## config.mk

```make
export PLATFORM = sky130hd
export DESIGN_NAME = uart_rx_flat
export DESIGN_NICKNAME = d
export VERILOG_FILES = /design/src/rtl/uart_pkg.sv /design/src/rtl/uart_rx_if.sv /design/src/rtl/rx_parity_check.sv /design/src/rtl/uart_rx.sv /design/src/flat_wrapper.sv
export SDC_FILE = /design/constraint.sdc
export NUM_CORES = 1
export LEC_CHECK = 0
export ABC_AREA = 1
export BUFFER_PORTS_ARGS = -buffer_cell sky130_fd_sc_hd__buf_2
export CORE_MARGIN = 2
export CORE_UTILIZATION = 50
export DETAILED_ROUTE_END_ITERATION = 7
export PLACE_DENSITY = 0.76
export RECOVER_POWER = 25
export SLEW_MARGIN = 10
export SYNTH_ARGS = -nofsm -noshare
export SYNTH_HDL_FRONTEND = slang
export SYNTH_SLANG_ARGS = --single-unit
```

## constraint.sdc

```tcl
create_clock -name clk -period 2.25 [get_ports clk]
set_input_delay 0.225 -clock clk [delete_from_list [all_inputs] [get_ports clk]]
set_output_delay 0.225 -clock clk [all_outputs]
set_load 0.005 [all_outputs]
```

## src/rtl/uart_pkg.sv

```systemverilog
// -----------------------------------------------------------------------------
// uart_pkg
// Shared UART definitions: parity-mode encodings, the receiver state
// enumeration and the data width. Imported by both ends of the UART so
// transmitter and receiver agree on what each parity_type code means.
// -----------------------------------------------------------------------------
package uart_pkg;

    localparam int DATA_BITS = 8;

    // parity_type encodings; NONE and OFF both mean no parity bit in the frame
    localparam logic [1:0] PARITY_NONE = 2'b00;
    localparam logic [1:0] PARITY_ODD  = 2'b01;
    localparam logic [1:0] PARITY_EVEN = 2'b10;
    localparam logic [1:0] PARITY_OFF  = 2'b11;

    typedef enum logic [2:0] {
        IDLE,
        START,
        DATA,
        PARITY,
        STOP,
        WAIT_IDLE
    } rx_state_e;

endpackage

```

## src/rtl/uart_rx_if.sv

```systemverilog
// -----------------------------------------------------------------------------
// uart_rx_if
// Bundles the receiver's serial input, baud enable, parity configuration and
// received-byte outputs.
//   master : drives baud_tick, rx, parity_type; observes the byte outputs
//   slave  : the receiver itself
// Signals:
//   baud_tick    - one-clk enable at OVERSAMPLE x baud rate
//   rx           - asynchronous serial line, idle high
//   parity_type  - 00 none, 01 odd, 10 even, 11 none
//   data_out     - last received byte
//   data_valid   - one-cycle pulse per completed frame
//   parity_error - parity mismatch on the last frame
//   frame_error  - stop bit of the last frame sampled low
//   busy         - receiver is not idle
// -----------------------------------------------------------------------------
interface uart_rx_if;

    logic       baud_tick;
    logic       rx;
    logic [1:0] parity_type;
    logic [7:0] data_out;
    logic       data_valid;
    logic       parity_error;
    logic       frame_error;
    logic       busy;

    modport master (
        output baud_tick,
        output rx,
        output parity_type,
        input  data_out,
        input  data_valid,
        input  parity_error,
        input  frame_error,
        input  busy
    );

    modport slave (
        input  baud_tick,
        input  rx,
        input  parity_type,
        output data_out,
        output data_valid,
        output parity_error,
        output frame_error,
        output busy
    );

endinterface

```

## src/rtl/rx_parity_check.sv

```systemverilog
// -----------------------------------------------------------------------------
// rx_parity_check
// Combinational comparison of a received parity bit against the bit the
// transmitter would have generated for the same data and parity mode.
// Ports:
//   data_i    - received data byte
//   ptype_i   - parity mode latched for this frame
//   rx_bit_i  - parity bit as sampled from the line
//   par_bad_o - 1 when the received bit differs from the expected one
// -----------------------------------------------------------------------------
module rx_parity_check
    import uart_pkg::*;
(
    input  logic [DATA_BITS-1:0] data_i,
    input  logic [1:0]           ptype_i,
    input  logic                 rx_bit_i,
    output logic                 par_bad_o
);

    logic expected_bit;

    // The transmitter's odd-parity generator emits 0 for an all-zero byte
    // rather than the textbook 1; mirror that so the pair interoperates.
    always_comb begin
        expected_bit = 1'b0;
        par_bad_o    = 1'b0;
        if (ptype_i == PARITY_EVEN) begin
            expected_bit = ^data_i;
            par_bad_o    = rx_bit_i ^ expected_bit;
        end else if (ptype_i == PARITY_ODD) begin
            expected_bit = (data_i == '0) ? 1'b0 : ~^data_i;
            par_bad_o    = rx_bit_i ^ expected_bit;
        end
    end

endmodule

```

## src/rtl/uart_rx.sv

```systemverilog
// -----------------------------------------------------------------------------
// uart_rx
// UART receive path. Synchronizes rx, detects start bits with an oversampling
// counter driven by baud_tick, shifts in 8 data bits LSB-first, checks the
// optional parity bit and the stop bit, and presents each byte with a
// one-cycle data_valid pulse plus parity/frame error flags.
// Ports:
//   clk  - system clock
//   rst  - synchronous active-high reset
//   bus  - uart_rx_if.slave (baud_tick, rx, parity_type in; byte, flags out)
// Parameters:
//   OVERSAMPLE - baud_tick pulses per bit period (even, >= 4)
// -----------------------------------------------------------------------------
module uart_rx
    import uart_pkg::*;
#(
    parameter int OVERSAMPLE = 16
) (
    input  logic     clk,
    input  logic     rst,
    uart_rx_if.slave bus
);

    localparam int             CW      = $clog2(OVERSAMPLE);
    localparam logic [CW-1:0]  MID     = CW'(OVERSAMPLE / 2 - 1);
    localparam logic [CW-1:0]  CNT_END = CW'(OVERSAMPLE - 1);

    rx_state_e              state_q;
    logic                   sync1_q;
    logic                   rx_s_q;
    logic [CW-1:0]          cnt_q;
    logic [CW-1:0]          cnt_d;
    logic [2:0]             idx_q;
    logic [DATA_BITS-1:0]   shift_q;
    logic [DATA_BITS-1:0]   shift_d;
    logic [1:0]             ptype_q;
    logic                   par_bad_q;
    logic                   par_bad;
    logic [DATA_BITS-1:0]   data_out_q;
    logic                   data_valid_q;
    logic                   parity_error_q;
    logic                   frame_error_q;

    // Incremented counter and the shift register with the current line value
    // inserted at the active bit position.
    always_comb begin
        cnt_d          = cnt_q + CW'(1);
        shift_d        = shift_q;
        shift_d[idx_q] = rx_s_q;
    end

    rx_parity_check u_parity (
        .data_i    (shift_q),
        .ptype_i   (ptype_q),
        .rx_bit_i  (rx_s_q),
        .par_bad_o (par_bad)
    );

    // Synchronizer, sample counter, deserializer and frame FSM. Everything
    // except the WAIT_IDLE exit advances only on baud_tick so a stalled tick
    // freezes the receiver. The start check happens at mid-bit; subsequent
    // samples are one full bit period apart, keeping every sample centred.
    always_ff @(posedge clk) begin
        if (rst) begin
            state_q        <= IDLE;
            sync1_q        <= 1'b1;
            rx_s_q         <= 1'b1;
            cnt_q          <= '0;
            idx_q          <= '0;
            shift_q        <= '0;
            ptype_q        <= PARITY_NONE;
            par_bad_q      <= 1'b0;
            data_out_q     <= '0;
            data_valid_q   <= 1'b0;
            parity_error_q <= 1'b0;
            frame_error_q  <= 1'b0;
        end else begin
            sync1_q      <= bus.rx;
            rx_s_q       <= sync1_q;
            data_valid_q <= 1'b0;

            case (state_q)
                IDLE: begin
                    if (bus.baud_tick && !rx_s_q) begin
                        state_q   <= START;
                        cnt_q     <= '0;
                        idx_q     <= '0;
                        par_bad_q <= 1'b0;
                        ptype_q   <= bus.parity_type;
                    end
                end

                START: begin
                    if (bus.baud_tick) begin
                        if (cnt_q == MID) begin
                            cnt_q   <= '0;
                            state_q <= rx_s_q ? IDLE : DATA;
                        end else begin
                            cnt_q <= cnt_d;
                        end
                    end
                end

                DATA: begin
                    if (bus.baud_tick) begin
                        if (cnt_q == CNT_END) begin
                            cnt_q   <= '0;
                            shift_q <= shift_d;
                            idx_q   <= idx_q + 3'd1;
                            if (idx_q == 3'd7) begin
                                if (ptype_q == PARITY_ODD || ptype_q == PARITY_EVEN) begin
                                    state_q <= PARITY;
                                end else begin
                                    state_q <= STOP;
                                end
                            end
                        end else begin
                            cnt_q <= cnt_d;
                        end
                    end
                end

                PARITY: begin
                    if (bus.baud_tick) begin
                        if (cnt_q == CNT_END) begin
                            cnt_q     <= '0;
                            par_bad_q <= par_bad;
                            state_q   <= STOP;
                        end else begin
                            cnt_q <= cnt_d;
                        end
                    end
                end

                // Leaving at mid-stop lets a back-to-back start bit be caught.
                STOP: begin
                    if (bus.baud_tick) begin
                        if (cnt_q == CNT_END) begin
                            cnt_q          <= '0;
                            data_out_q     <= shift_q;
                            parity_error_q <= par_bad_q;
                            frame_error_q  <= ~rx_s_q;
                            data_valid_q   <= 1'b1;
                            state_q        <= rx_s_q ? IDLE : WAIT_IDLE;
                        end else begin
                            cnt_q <= cnt_d;
                        end
                    end
                end

                // A line held low after a bad stop bit must not retrigger.
                WAIT_IDLE: begin
                    if (rx_s_q) begin
                        state_q <= IDLE;
                    end
                end

                default: begin
                    state_q <= IDLE;
                end
            endcase
        end
    end

    assign bus.data_out     = data_out_q;
    assign bus.data_valid   = data_valid_q;
    assign bus.parity_error = parity_error_q;
    assign bus.frame_error  = frame_error_q;
    assign bus.busy         = (state_q != IDLE);

endmodule

```

## src/flat_wrapper.sv

```systemverilog
// flat-port wrapper written by rule: the top's interface ports become plain ports
module uart_rx_flat import uart_pkg::*;
#(
    parameter int OVERSAMPLE = 16
)
  (clk, rst, bus_baud_tick, bus_rx, bus_parity_type, bus_data_out, bus_data_valid, bus_parity_error, bus_frame_error, bus_busy);
  uart_rx_if bus_i ();
  input  logic clk;
  input  logic rst;
  input wire logic [$bits(bus_i.baud_tick)-1:0] bus_baud_tick;
  input wire logic [$bits(bus_i.rx)-1:0] bus_rx;
  input wire logic [$bits(bus_i.parity_type)-1:0] bus_parity_type;
  output wire logic [$bits(bus_i.data_out)-1:0] bus_data_out;
  output wire logic [$bits(bus_i.data_valid)-1:0] bus_data_valid;
  output wire logic [$bits(bus_i.parity_error)-1:0] bus_parity_error;
  output wire logic [$bits(bus_i.frame_error)-1:0] bus_frame_error;
  output wire logic [$bits(bus_i.busy)-1:0] bus_busy;
  assign bus_i.baud_tick = bus_baud_tick;
  assign bus_i.rx = bus_rx;
  assign bus_i.parity_type = bus_parity_type;
  assign bus_data_out = bus_i.data_out;
  assign bus_data_valid = bus_i.data_valid;
  assign bus_parity_error = bus_i.parity_error;
  assign bus_frame_error = bus_i.frame_error;
  assign bus_busy = bus_i.busy;
  uart_rx #(.OVERSAMPLE(OVERSAMPLE)) u_core (.clk(clk), .rst(rst), .bus(bus_i));
endmodule
```

Yosys cells after proc, flatten, opt, wreduce, memory -nomap -nowiden
Index checks and enable logic that the tools add are counted.
{ "totals": {"regBits": 34, "in_bits": 6, "out_inout_bits": 12, "elab_cells": 100} }
{ "classes": {"add_sub_neg": 2, "magnitude_cmp": 2, "eq_ne": 22, "mux": 36, "bitwise": 5, "reduce_logical": 21} }
{ "ops": {"columns": ["operator", "n"], "rows": [
  ["$mux 3", 16],
  ["$mux 4", 5],
  ["$pmux 3 s6", 1],
  ["$ne 2x1->1 const B", 8],
  ["$pmux 4 s3", 1],
  ["$reduce_and 4->1", 3],
  ["$reduce_and 11->1", 1],
  ["$eq 3x3->1 const B", 3],
  ["$bwmux 8", 1],
  ["$logic_not 8->1", 1],
  ["$mux 1", 8],
  ["$ne 2x2->1 const B", 4],
  ["$reduce_xnor 8->1", 1],
  ["$reduce_xor 8->1", 1],
  ["$eq 3x2->1 const B", 2],
  ["$pmux 3 s2", 1],
  ["$reduce_and 3->1", 2],
  ["$reduce_bool 3->1", 2],
  ["$reduce_or 3->1", 2],
  ["$add 4x1->4 const B", 1],
  ["$eq 4x3->1 const B", 1],
  ["$eq 4x4->1 const B", 1],
  ["$lt 3x4->1 const B", 1],
  ["$reduce_bool 2->1", 2],
  ["15 further kinds", 19]
]} }

Depth between registers and ports, before layout
{ "logic_depth": {"ltp_word": 8, "ltp_mapped": 12, "ltp_nobuf": 12} }

By module
From an unflattened synthesis, not the netlist that was laid out.
{ "unflattened": {"cells_unflattened": 288, "area_unflattened_um2": 1935.6} }
{ "by_module_without_submodules": {"columns": ["module", "n_inst", "cells_each", "area_each_um2", "seq_area_each_um2"], "rows": [
  ["uart_rx", 1, 246, 1717.9, 680.7],
  ["rx_parity_check", 1, 42, 217.7, 0.0]
]} }

Worst setup path before layout
No wires, ideal clock.
{ "synth_timing": {"path_kind": "reg-to-reg", "from": "reg u_core.cnt_q[0]", "to": "reg u_core.shift_q[6]", "arrival_ns": 1.316, "setup_slack_ns": 0.815, "stages_incl_launch_ff": 9, "path_buffers": 0, "path_cell_list": "dfxtp_1 -> ha_1 -> nand3_2 -> nor2_4 -> inv_2 -> nor3_4 -> nand3_1 -> o21ai_0 -> a21oi_1"} }
{ "synth_between": {"elab_chain_len": 2} }
{ "synth_lines": {"columns": ["element", "line_no", "text"], "rows": [
  ["start, declared", "uart_rx.sv:31", "logic [CW-1:0] cnt_q;"],
  ["start signal, assigned", "uart_rx.sv:99", "cnt_q <= cnt_d;"],
  ["start signal, assigned", "uart_rx.sv:118", "cnt_q <= cnt_d;"],
  ["start signal, assigned", "uart_rx.sv:130", "cnt_q <= cnt_d;"],
  ["$eq 4x4->1", "uart_rx.sv:106", "if (cnt_q == CNT_END) begin"],
  ["$reduce_and 3->1 (no source line)", null, null],
  ["end signal, assigned", "uart_rx.sv:108", "shift_q <= shift_d;"],
  ["end, declared", "uart_rx.sv:34", "logic [DATA_BITS-1:0] shift_q;"]
]} }
Every way passes these cells.
A chain may end at the register's enable or synchronous reset.

Worst setup path in the final report
{ "layout_timing": {"from": "reg u_core.cnt_q[0]", "to": "reg u_core.frame_error_q, in the netlist u_core.bus.frame_error"} }
{ "layout_between": {"elab_chain_len": 2} }
{ "layout_lines": {"columns": ["element", "line_no", "text"], "rows": [
  ["$eq 4x4->1", "uart_rx.sv:138", "if (cnt_q == CNT_END) begin"],
  ["$reduce_and 3->1 (no source line)", null, null],
  ["end signal, assigned", "uart_rx.sv:142", "frame_error_q <= ~rx_s_q;"],
  ["end, declared", "uart_rx.sv:42", "logic frame_error_q;"]
]} }
Every way passes these cells.

==> report_table.html <==
<table>
<tr><th>Metric</th><th>Value</th></tr>
<tr><th colspan="2">Clock network</th></tr>
<tr><td>Clk Latency, worst-skew pair</td><td>just under 0.3 ns</td></tr>
<tr><td>CTS tree</td><td>done</td></tr>
<tr><td>H-tree levels</td><td>2</td></tr>
<tr><td>Post-CTS Resized</td><td>0</td></tr>
<tr><td>TritonCTS buffer count</td><td>5</td></tr>
<tr><td>Setup Fix Bufs, Post-CTS</td><td>0</td></tr>
<tr><td>Largest buffer count on any clock path</td><td>2</td></tr>
<tr><td># clock sinks</td><td>34</td></tr>
<tr><td>Hold bufs inserted after CTS</td><td>0</td></tr>
<tr><td>Clock slew at the register clock pins of the worst setup and hold paths</td><td>0.06 ns</td></tr>
<tr><td>Clock tree root driver cell</td><td>clkbuf_8</td></tr>
<tr><th colspan="2">Placed design</th></tr>
<tr><td>DP Area</td><td>1980 sq um</td></tr>
<tr><td>GPL Wtd Cong</td><td>0.807</td></tr>
<tr><td>Detailed placement HPWL</td><td>2.72 mm</td></tr>
<tr><td>Placed Cells incl. Taps</td><td>~320</td></tr>
<tr><td>Number of buffers added on ports</td><td>17</td></tr>
<tr><th colspan="2">Critical path</th></tr>
<tr><td>CP max FO</td><td>18</td></tr>
<tr><td>Startpoint class of the critical path</td><td>register</td></tr>
<tr><td>CP Class</td><td>register to register</td></tr>
<tr><td>Slowest cell on the critical path</td><td>dfxtp_1</td></tr>
<tr><td>Top Family by Delay on Critical Path</td><td>simple AND/OR/NAND/NOR gates</td></tr>
<tr><td>Data required time at the worst endpoint</td><td>~2.5 ns</td></tr>
<tr><td>Ordered cell list for the critical path</td><td>ha_1, nand3_2, nor2_4, inv_2, nor2_4, inv_1, nor2_1, nand2_1, nand2_1</td></tr>
<tr><td>Critical path endpoint category</td><td>register</td></tr>
<tr><td>CP Buf/Inv Count</td><td>2</td></tr>
<tr><td>Data arrival time of the critical path</td><td>1.92 ns</td></tr>
<tr><td>Maximum single-stage delay on the critical path</td><td>0.38 ns</td></tr>
<tr><th colspan="2">Worst hold path</th></tr>
<tr><td>Kind of path behind the tightest hold check</td><td>input port to register</td></tr>
<tr><th colspan="2">Synth</th></tr>
<tr><td>Largest area contributor in the synthesized netlist</td><td>dfxtp_1</td></tr>
<tr><td>Syn Inst Count</td><td>262</td></tr>
<tr><td>Netlist cell types</td><td>30</td></tr>
<tr><td>Synthesis Warnings</td><td>0</td></tr>
<tr><td>EDFF count, synth</td><td>0</td></tr>
<tr><td>Sequential share of the synthesized area</td><td>36.7%</td></tr>
<tr><td>Synth top cells by count</td><td>53 x nand2_1, 34 x dfxtp_1, 34 x inv_1</td></tr>
<tr><td>Share of the synthesized area in the top cell type</td><td>36.7%</td></tr>
<tr><td>Netlist area before placement</td><td>1850 sq um</td></tr>
<tr><td>Net count of the mapped netlist</td><td>277</td></tr>
<tr><td>Post-Syn Area per Cell</td><td>7.07 sq um</td></tr>
<tr><td>Ys async rst share</td><td>0%</td></tr>
<tr><td>Synth area leaders</td><td>dfxtp_1 37%, nand2_1 11%, a21oi_1 7.6%</td></tr>
<tr><td>Most instantiated library cell after synthesis</td><td>nand2_1</td></tr>
<tr><td>Flip-flop and latch count after synthesis</td><td>34</td></tr>
<tr><td>Primary flip-flop cell chosen by synthesis mapping</td><td>dfxtp_1</td></tr>
<tr><th colspan="2">Power</th></tr>
<tr><td>Worst IR Drop VDD</td><td>0.000506 V</td></tr>
<tr><td>Leakage</td><td>0.915 nW</td></tr>
<tr><td>Part of the power in the clock network</td><td>25.3%</td></tr>
<tr><td>Net switching power of the design</td><td>0.000714 W</td></tr>
<tr><td>Power share of the sequential group</td><td>37.7%</td></tr>
<tr><td>Switching share of total power</td><td>39.2%</td></tr>
<tr><td>PwrDens</td><td>883 nW/um^2</td></tr>
<tr><td>Combinational Power Share</td><td>between 30% and 40%</td></tr>
<tr><td>Cell internal power dissipation</td><td>0.00111 W</td></tr>
<tr><th colspan="2">Layout</th></tr>
<tr><td>Sequential Area</td><td>681 sq um</td></tr>
<tr><td>Post-route insts no fill</td><td>331</td></tr>
<tr><td>Final core area utilization</td><td>between 50 and 60%</td></tr>
<tr><td>Area taken by multi-input logic gates</td><td>990 sq um</td></tr>
<tr><td>Non-Filler Cell Area, Final</td><td>2060 sq um</td></tr>
<tr><td>Diodes inserted</td><td>0</td></tr>
<tr><td>Signed area change from the synthesized netlist to the final layout</td><td>11.3%</td></tr>
<tr><td>Number of filler cells placed in the layout</td><td>348</td></tr>
<tr><td>Net count reported at finish</td><td>297</td></tr>
<tr><td>Share of cells above drive strength 1</td><td>~15%</td></tr>
<tr><th colspan="2">Global routing</th></tr>
<tr><td>Largest net degree at the start of global routing</td><td>23</td></tr>
<tr><td>First-pass GRT wire length</td><td>6.57 mm</td></tr>
<tr><td>Grt ovf</td><td>0</td></tr>
<tr><td>Global-route usage over all layers</td><td>20.3%</td></tr>
<tr><td>Number of global-route vias before repair</td><td>1517</td></tr>
<tr><td>Antenna violations before repair</td><td>0</td></tr>
<tr><th colspan="2">Floorplanning</th></tr>
<tr><td># rows</td><td>22</td></tr>
<tr><td>Overall die area</td><td>4210 sq um</td></tr>
<tr><td>Number of placed I/O pins</td><td>18</td></tr>
<tr><td>Floorplan die height</td><td>64.9 um</td></tr>
<tr><td>Chip width</td><td>64.9 um</td></tr>
<tr><td>Floorplan core area</td><td>3610 sq um</td></tr>
<tr><td>Initial standard-cell utilization of the core</td><td>51.4%</td></tr>
<tr><th colspan="2">Timing</th></tr>
<tr><td>Slew of the pin with the lowest slew margin</td><td>0.618 ns</td></tr>
<tr><td>Fin crit share</td><td>75.3%</td></tr>
<tr><td>Total of endpoints with negative setup slack in the final report</td><td>0</td></tr>
<tr><td>Slew Limit Fails</td><td>0</td></tr>
<tr><td>Timing-limited maximum frequency</td><td>0.590 GHz</td></tr>
<tr><td>Worst rel slew slack</td><td>58.7%</td></tr>
<tr><td>Min Clock Period, post-route</td><td>1.69 ns</td></tr>
<tr><td>Fin Clk Skew</td><td>0.00590 ns</td></tr>
<tr><td>Final hold violation count</td><td>0</td></tr>
<tr><td>Setup repair after global routing missed its margin</td><td>no</td></tr>
<tr><td>TNS Setup</td><td>0 ns</td></tr>
<tr><th colspan="2">Detailed routing</th></tr>
<tr><td>Vias after detailed routing</td><td>1635</td></tr>
<tr><td>Routed wire length</td><td>3.72 mm</td></tr>
<tr><td>Post-DR wirelength/cell</td><td>~11 um</td></tr>
<tr><td>Violation count after the first detailed-route iteration</td><td>66</td></tr>
<tr><td>Drt first pass iters</td><td>4</td></tr>
<tr><td>DR vias/cell</td><td>4.94</td></tr>
<tr><td>ANT nets after route</td><td>0</td></tr>
<tr><td># DRC</td><td>0</td></tr>
<tr><th colspan="2">Run</th></tr>
<tr><td>Max-capacitance violation count</td><td>0</td></tr>
<tr><th colspan="2">Status</th></tr>
<tr><td>Run status</td><td>complete, no violations</td></tr>
</table>
## placed cells by master, fill, tap and decap left out, types with 3 or more instances in the layout
cell type   n
dfxtp_1    34
buf_2      11
clkbuf_8    6
o21ai_0    21
inv_2       6
nor2_1     28
clkbuf_1    7
inv_1      34
nand4_1     3
nand3_1    13
nand2_1    53
ha_1        9
a21oi_1    28
nor2_4      3
## metal layers
metal	GRT usage (%)	vias up	part of all wire (%)
met3	4.51	5	4.8
met2	31.8	33	46
met4	10.4	0	2.0
li1	-	881	-
met5	0	-	0
met1	26.1	716	48
## cell families after synthesis
kind of cell	share of synthesized area, %
simple gates	28.6
fa+ha+maj	6.08
xor+xnor	1.42
flops	36.7
compound gates	17.3
buf+inv	9.86
## registers in the layout, indices dropped and copies added, names as in the netlist
signal                   cells
u_core.bus.data_out          8
u_core.bus.data_valid        1
u_core.bus.frame_error       1
u_core.bus.parity_error      1
u_core.cnt_q                 4
u_core.idx_q                 3
u_core.par_bad_q             1
u_core.ptype_q               2
u_core.rx_s_q                1
u_core.shift_q               8
u_core.state_q               3
u_core.sync1_q               1
## power by group through the flow
stage          clock, W  combinational [W]  sequential [W]
2_1_floorplan         0           0.000553        0.000689
3_3_place_gp          0           0.000665        0.000697
3_5_place_dp          0           0.000666        0.000698
4_1_cts        0.000475           0.000671        0.000685
5_1_grt        0.000499           0.000773        0.000691
6_report       0.000461           0.000675        0.000687
## stage by stage
step	hold slack (ns)	setup WS [ns]	power, W
2_1_floorplan	0.309	0.815	0.00124
3_3_place_gp	0.401	0.653	0.00136
3_5_place_dp	0.405	0.566	0.00136
4_1_cts	0.112	0.557	0.00183
5_1_grt	0.119	0.375	0.00196
6_report	0.123	0.556	0.00182
## area by class of cell
class	instances	share of cell area, %
inverter	41	7.58
sequential	34	33.0
timing repair buffer	18	4.12
clock inverter	1	0.243
multi-input combinational	182	48.0
tap	48	2.91
clock buffer	7	4.18
## path summary, 6_finish.rpt
| check | cells past startpoint | endpoint | slack (ns) | startpoint |
|---|---|---|---|---|
| max | 9 | u_core.bus.frame_error$_SDFFE_PP0P_ | 0.56 | u_core.cnt_q[0]$_SDFFE_PP0P_ |
| min | 2 | u_core.sync1_q$_SDFF_PP1_ | 0.12 | bus_rx |
| max reg2reg | 9 | u_core.bus.frame_error$_SDFFE_PP0P_ | 0.56 | u_core.cnt_q[0]$_SDFFE_PP0P_ |
| min reg2reg | 1 | u_core.rx_s_q$_SDFF_PP1_ | 0.42 | u_core.sync1_q$_SDFF_PP1_ |
(Power assumes the default switching activity.)
